==> config.mk <==
export PLATFORM = sky130hd
export DESIGN_NAME = dac_stream_packer
export DESIGN_NICKNAME = d
export VERILOG_FILES = /design/src/rtl/dac_stream_packer.sv
export SDC_FILE = /design/constraint.sdc
export NUM_CORES = 1
export LEC_CHECK = 0
export ABC_AREA = 1
export CAP_MARGIN = 40
export CORE_MARGIN = 2
export CORE_UTILIZATION = 48
export DETAILED_ROUTE_END_ITERATION = 8
export PLACE_DENSITY_LB_ADDON = 0.15
export SLEW_MARGIN = 20
export SYNTH_ARGS = -nofsm -noshare
export SYNTH_HDL_FRONTEND = slang
export SYNTH_SLANG_ARGS = --single-unit
export TNS_END_PERCENT = 5
==> constraint.sdc <==
create_clock -name clk -period 2.09 [get_ports clk]
set_input_delay 0.418 -clock clk [delete_from_list [all_inputs] [get_ports clk]]
set_output_delay 0.418 -clock clk [all_outputs]
set_load 0.03 [all_outputs]
==> src/rtl/dac_stream_packer.sv <==
// Packs narrow AXI-Stream sample beats into wide DAC driver words, zero-padding
// short frame tails and reporting per-frame word counts.
module dac_stream_packer #(
    parameter int unsigned IN_WIDTH  = 64,
    parameter int unsigned OUT_WIDTH = 256,
    parameter int unsigned CNT_WIDTH = 16
) (
    input  logic                 clk,
    input  logic                 rst,
    input  logic [IN_WIDTH-1:0]  s_axis_tdata,
    input  logic                 s_axis_tvalid,
    output logic                 s_axis_tready,
    input  logic                 s_axis_tlast,
    output logic [OUT_WIDTH-1:0] m_axis_tdata,
    output logic                 m_axis_tvalid,
    input  logic                 m_axis_tready,
    output logic                 m_axis_tlast,
    output logic [CNT_WIDTH-1:0] frame_words,
    output logic                 frame_done,
    output logic                 pad_flag
);

    localparam int unsigned RATIO = OUT_WIDTH / IN_WIDTH;
    localparam int unsigned IDX_W = (RATIO > 1) ? $clog2(RATIO) : 1;
    localparam logic [IDX_W-1:0]     IDX_LAST = IDX_W'(RATIO - 1);
    localparam logic [CNT_WIDTH-1:0] CNT_MAX  = '1;

    logic                 run_q, run_d;
    logic [IDX_W-1:0]     idx_q, idx_d;
    logic [OUT_WIDTH-1:0] acc_q, acc_d;
    logic [OUT_WIDTH-1:0] out_data_q, out_data_d;
    logic                 out_valid_q, out_valid_d;
    logic                 out_last_q, out_last_d;
    logic                 out_pad_q, out_pad_d;
    logic [CNT_WIDTH-1:0] run_cnt_q, run_cnt_d;
    logic [CNT_WIDTH-1:0] frame_words_q, frame_words_d;
    logic                 frame_done_q, frame_done_d;
    logic                 pad_flag_q, pad_flag_d;

    logic                 in_accept;
    logic                 out_accept;
    logic                 complete;
    logic [CNT_WIDTH-1:0] cnt_inc;
    logic [OUT_WIDTH-1:0] merged;

    // Input is blocked until the cycle after reset releases, and while a held word is stalled.
    assign s_axis_tready = run_q && (!out_valid_q || m_axis_tready);
    assign in_accept     = s_axis_tvalid && s_axis_tready;
    assign out_accept    = out_valid_q && m_axis_tready;
    assign complete      = (idx_q == IDX_LAST) || s_axis_tlast;
    assign cnt_inc       = (run_cnt_q == CNT_MAX) ? CNT_MAX : run_cnt_q + CNT_WIDTH'(1);

    // Accumulator with the incoming beat in lane idx; lanes above idx are zero.
    always_comb begin
        merged = '0;
        for (int unsigned i = 0; i < RATIO; i++) begin
            if (IDX_W'(i) == idx_q) begin
                merged[i*IN_WIDTH +: IN_WIDTH] = s_axis_tdata;
            end else if (IDX_W'(i) < idx_q) begin
                merged[i*IN_WIDTH +: IN_WIDTH] = acc_q[i*IN_WIDTH +: IN_WIDTH];
            end
        end
    end

    // Next-state: packing, output hand-off and frame accounting.
    always_comb begin
        run_d         = 1'b1;
        idx_d         = idx_q;
        acc_d         = acc_q;
        out_data_d    = out_data_q;
        out_valid_d   = out_valid_q;
        out_last_d    = out_last_q;
        out_pad_d     = out_pad_q;
        run_cnt_d     = run_cnt_q;
        frame_words_d = frame_words_q;
        frame_done_d  = 1'b0;
        pad_flag_d    = pad_flag_q;

        if (out_accept) begin
            out_valid_d = 1'b0;
        end

        if (in_accept) begin
            if (complete) begin
                out_data_d  = merged;
                out_valid_d = 1'b1;
                out_last_d  = s_axis_tlast;
                out_pad_d   = (idx_q != IDX_LAST);
                acc_d       = '0;
                idx_d       = '0;
            end else begin
                acc_d = merged;
                idx_d = idx_q + IDX_W'(1);
            end
        end

        if (out_accept) begin
            if (out_last_q) begin
                frame_words_d = cnt_inc;
                run_cnt_d     = '0;
                frame_done_d  = 1'b1;
                pad_flag_d    = out_pad_q;
            end else begin
                run_cnt_d = cnt_inc;
            end
        end
    end

    // State registers with synchronous active-low reset.
    always_ff @(posedge clk) begin
        if (!rst) begin
            run_q         <= 1'b0;
            idx_q         <= '0;
            acc_q         <= '0;
            out_data_q    <= '0;
            out_valid_q   <= 1'b0;
            out_last_q    <= 1'b0;
            out_pad_q     <= 1'b0;
            run_cnt_q     <= '0;
            frame_words_q <= '0;
            frame_done_q  <= 1'b0;
            pad_flag_q    <= 1'b0;
        end else begin
            run_q         <= run_d;
            idx_q         <= idx_d;
            acc_q         <= acc_d;
            out_data_q    <= out_data_d;
            out_valid_q   <= out_valid_d;
            out_last_q    <= out_last_d;
            out_pad_q     <= out_pad_d;
            run_cnt_q     <= run_cnt_d;
            frame_words_q <= frame_words_d;
            frame_done_q  <= frame_done_d;
            pad_flag_q    <= pad_flag_d;
        end
    end

    assign m_axis_tdata  = out_data_q;
    assign m_axis_tvalid = out_valid_q;
    assign m_axis_tlast  = out_last_q;
    assign frame_words   = frame_words_q;
    assign frame_done    = frame_done_q;
    assign pad_flag      = pad_flag_q;

endmodule

# Word level (Yosys, flattened, before mapping)
# Index checks and enable logic that the tools add are counted.
[classes]
addsub = 2
n_reduce_logical = 10
muxes = 17
n_eq_ne = 6
order_cmp = 4
[ops]
columns = ["op", "count"]
rows = [
  ["64-bit 2-to-1 mux", 8],
  ["256-bit 2-to-1 mux", 1],
  ["16-bit 2-to-1 mux", 2],
  ["16-bit by 1-bit adder with 16-bit output, second input constant", 1],
  ["16-bit equality test, second input constant", 1],
  ["2-bit AND reduction", 3],
  ["1-bit 2-to-1 mux", 5],
  ["2-bit equality test, first input constant", 2],
  ["1-bit by 2-bit less-than comparator with 1-bit output, first input constant", 2],
  ["2-bit less-than comparator, first input constant", 2],
  ["1-bit logical AND", 3],
  ["2-bit by 1-bit adder with 2-bit output, second input constant", 1],
  ["1-bit by 2-bit equality test with 1-bit output, first input constant", 1],
  ["2-bit equality test, second input constant", 1],
  ["2-bit zero test", 1],
  ["1-bit logical OR", 2],
  ["2-bit 2-to-1 mux", 1],
  ["2-bit inequality test, second input constant", 1],
  ["1-bit zero test", 1],
]
[word_totals]
word_cells = 50
output_inout_bits = 277
in_bits = 69
ff_bits = 552

# Logic depth before layout (Yosys ltp)
[logic_depth]
depth_word = 5
depth_mapped = 12
ltp_nobuf = 9

# Worst setup path before layout
# No wires, ideal clock.
[synth_path]
path_kind = "reg2reg"
startpoint = "register idx_q[1]"
endpoint = "register acc_q[89]"
required_time_ps = 2019
t_arrival_ps = 2023
setup_slack_ps = -4
synth_period_minus_slack_ps = 2094
setup_ps = 71
n_path_buf = 5
path_stages_with_launch = 13
cell_sequence = "dfxtp_1 > buf_2 > buf_1 > inv_1 > ha_1 > inv_2 > buf_2 > buf_2 > buf_2 > nand3_1 > o21ai_0 > nand2_1 > a21oi_1"
[synth_between]
elab_chain_len = 4
elab_cells_between_ends = 7
classes_between = "order compare: 1; eq/ne: 2; mux: 3; reduce/logical: 1"
[synth_lines]
columns = ["element", "line_no", "text"]
rows = [
  ["start: declaration", "29", "logic [IDX_W-1:0] idx_q, idx_d;"],
  ["start signal: assignment", "125", "idx_q <= idx_d;"],
  ["1-bit by 2-bit less-than comparator with 1-bit output", "59", "end else if (IDX_W'(i) < idx_q) begin"],
  ["64-bit 2-to-1 mux", "59", ""],
  ["64-bit 2-to-1 mux", "57", "if (IDX_W'(i) == idx_q) begin"],
  ["256-bit 2-to-1 mux (*)", "84", "if (complete) begin"],
  ["end signal: assignment", "114", "acc_q <= '0;"],
  ["end signal: assignment", "126", "acc_q <= acc_d;"],
  ["end: declaration", "30", "logic [OUT_WIDTH-1:0] acc_q, acc_d;"],
]
# Mark *: on every way between the ends. The rest lies on a longest branch, timed or not.
# A chain may end at the register's enable or synchronous reset.

# Final worst setup path
[layout_path]
startpoint = "register out_data_q[141] (netlist: m_axis_tdata[141])"
endpoint = "output m_axis_tdata[141]"
[layout_lines]
columns = ["element", "line_no", "text"]
rows = [
  ["start: declaration", "31", "logic [OUT_WIDTH-1:0] out_data_q, out_data_d;"],
  ["start signal: assignment", "127", "out_data_q <= out_data_d;"],
  ["end: declaration", "14", "output logic [OUT_WIDTH-1:0] m_axis_tdata,"],
]
# No word-level cell between the ends.

==> results.json <==
{
  "status": "completed",
  "dieArea_mm2": 0.0423,
  "cp_slowest_cell": "clkdlybuf4s50_1",
  "final_nets": 3022,
  "grt_overflow": 0,
  "grt_antenna_before_repair": 2,
  "hp-start": "rst",
  "crit_fanout": 2,
  "synth-main-ff-cell": "dfxtp_1",
  "synth-adder-area-share_pct": 0.385,
  "ys_warn_count": 0,
  "synth_top_family_by_area": "simple AND/OR/NAND/NOR gates",
  "syn-cell-area_mm2": 0.0195,
  "r2r_end": "acc_q[139]",
  "syn_avg_cell_area_um2": 7.26,
  "tns_ns": 0,
  "p_per_area_mw_per_mm2": 821,
  "drc": 0,
  "start_kind": "flip-flop",
  "tightest_slew_ns": 0.526,
  "critical_path_buf_inv_count": 1,
  "slowest_delay_ns": 0.69,
  "cp.arrival_ns": 1.64,
  "ys_ff_latch": 488,
  "fin_skew_ns": 0.0129,
  "worstPathCellList": "clkdlybuf4s50_1",
  "finalWorstSetupSlack_ns": 0.0280,
  "die_height_um": 206,
  "hold_path_class": "in2reg",
  "vias": 18800,
  "fill_cells": 3503,
  "cts_tree": "yes",
  "end_kind": "output pin",
  "area_growth_pct": 30.6,
  "clk_latency_ns": 0.59,
  "finalCriticalPeriod_ns": 2.06,
  "ios": 346,
  "synthDistinctLibCells": 30,
  "synth_compound_area_share_pct": 18.5,
  "crit_family": "buffers and inverters",
  "grt_pass1_vias": 18000,
  "cts_htree_levels": 2,
  "vdd_drop_max_uv": 580,
  "maxSlewHeadroom_pct": 64.9,
  "crit_required_ns": 1.67,
  "r2r_cells": 8,
  "synth-xor-area-share_pct": 0.225,
  "synthArstFlopShare_pct": 0,
  "synth_fp_nets": 2763,
  "finalHoldViolations": 0,
  "slew_viol_final": 0,
  "syn_inst": 2688,
  "ctsHoldBuffers": 0,
  "numCtsBuffers": 50,
  "coreArea_mm2": 0.0399,
  "synth_common_cells": "517 x nor2_1, 498 x nand2_1, 488 x dfxtp_1",
  "place_congestion": 0.827,
  "io_buffers": 345,
  "initial_core_util_pct": 48.9,
  "r2r_start": "idx_q[0]",
  "clkSlewWorstSetupHoldPaths_ns": 0.06,
  "cp-startpoint": "m_axis_tdata[141]",
  "synth_mux_area_share_pct": 0,
  "fmaxAchievable_ghz": 0.485,
  "holdWs_ns": 0.268,
  "grt_max_degree": 111,
  "grt_pass1_wl_um": 93800,
  "avgRoutedWirePerCell_um": 16.8,
  "cap_violations": 0,
  "synth.area.top_cells": "dfxtp_1 50%, nor2_1 9.9%, nand2_1 9.6%",
  "leakagePower_uw": 0.0109,
  "pre_cts_ws_ns": -0.153,
  "yosysTopAreaCell": "dfxtp_1",
  "drive_gt1_share_pct": 6.06,
  "worst-setup-path-type": "reg2out",
  "fin_crit_sh_pct": 98.7,
  "clock-sinks": 488,
  "synth_top_area_share_pct": 50.1,
  "yosysSeqAreaShare_pct": 50.1,
  "hpwl_um": 37900,
  "clk_path_buf_depth": 3,
  "synth_edf_count": 0,
  "synth-simple-area-share_pct": 23.9,
  "routed_wl_um": 58900,
  "via_per_inst": 5.36,
  "cts_root_buf": "clkbuf_16",
  "setup_viol": 0,
  "row_count": 73,
  "postRouteAntennaNets": 0,
  "drt_pass1_iterations": 5,
  "holdPathEnd": "m_axis_tdata[136]",
  "grt_usage_pct": 27.4,
  "first_iter_violations": 1362,
  "holdPathStages": 3,
  "yosysMostFrequentCell": "nor2_1",
  "reg2reg_setup_slack_ns": 0.16,
  "die_w_um": 206
}
worst register-to-register path, stage by stage (launching register included):
cell,delay [ns]
dfxtp_1,0.43
inv_1,0.13
ha_1,0.25
inv_4,0.23
buf_16,0.27
nand3_1,0.12
o21ai_0,0.21
nand2_1,0.10
a21oi_1,0.13
power breakdown:
group          internal [uW]  total (uW)  switching (uW)  leakage (uW)
Combinational            755        2140            1390       0.00606
Clock                   5350        9090            3740      0.000834
Sequential              9550        9690             142       0.00396
Total                  15700       20900            5270        0.0109
worst max-delay path by stage:
| stage | endpoint | slack (ns) | cells after the start |
|---|---|---|---|
| final | m_axis_tdata[141] | 0.03 | 1 |
| after floorplan | acc_q[81] | 0.12 | 12 |
| after global placement | m_axis_tdata[136] | -0.1 | 9 |
| after global routing | acc_q[157] | -0.0001 | 8 |
| after CTS | m_axis_tdata[170] | 0.0005 | 1 |
| after detailed placement | m_axis_tdata[2] | -0.15 | 9 |
kinds of logic (layout without fill, tap and decap cells):
logic type | Yosys count | after routing
flops | 488 | 488
other cells | 0 | 1
compound gates | 696 | 696
xor+xnor | 5 | 5
buf+inv | 316 | 615
fa+ha+maj | 6 | 6
simple gates | 1177 | 1177
cell usage in the layout, fill, tap and decap left out, types with 3 or more instances in the layout:
cell type / n
dfxtp_1: 487
nand3_1: 144
dlymetal6s2s_1: 41
nand2_1: 498
clkbuf_16: 53
a22oi_1: 38
clkinv_2: 7
clkbuf_1: 11
inv_1: 99
nor2_4: 3
nand2_2: 6
buf_4: 40
ha_1: 4
nor2_1: 516
clkdlybuf4s50_1: 260
a21oi_1: 304
dlygate4sd2_1: 42
xor2_1: 3
buf_12: 35
o21bai_1: 7
clkbuf_8: 17
o21ai_1: 88
o21ai_0: 255
layer usage:
| metal | GRT usage [%] | part of all wire, % | vias to the layer above |
|---|---|---|---|
| met1 | 34.8 | 42 | 8865 |
| met5 | 0 | 0.015 | - |
| met3 | 5.89 | 7.6 | 89 |
| met2 | 46.4 | 48 | 600 |
| li1 | - | - | 9262 |
| met4 | 8.53 | 2.4 | 2 |
repair_timing:
| action | in CTS | in global routing |
|---|---|---|
| hold endpoints to repair | 0 | 0 |
| endpoints found under the setup margin | 42 | 42 |
| gates resized for setup | 42 | 42 |
| buffers inserted | 0 | 0 |
cell type report:
type                       count  area (um2)  share of cell area [%]
sequential                   488        9770                    38.4
multi-input combinational   1884        8420                    33.1
timing repair buffer         420        4520                    17.8
clock buffer                  81        1600                    6.29
tap                          525         657                    2.58
inverter                     103         407                    1.60
clock inverter                11        88.8                   0.349
antenna                        1        2.50                 0.00982
per-stage QoR:
stage / instance area, um2 / total power (uW) / instances / utilization [%]
after global routing: 25500 / 21600 / 3513 / 63.8
after global placement: 23700 / 12000 / 3420 / 59.4
after detailed placement: 23700 / 12100 / 3420 / 59.4
final: 25500 / 20900 / 3513 / 63.8
after floorplan: 19500 / 11100 / 2688 / -
after CTS: 25400 / 21100 / 3512 / 63.5
state kept, by name, summed over array words and instances (netlist names):
name	flops
acc_q	192
frame_done	1
frame_words	16
idx_q	2
m_axis_tdata	256
m_axis_tlast	1
m_axis_tvalid	1
out_pad_q	1
pad_flag	1
run_cnt_q	16
run_q	1
(Power assumes the default switching activity.)
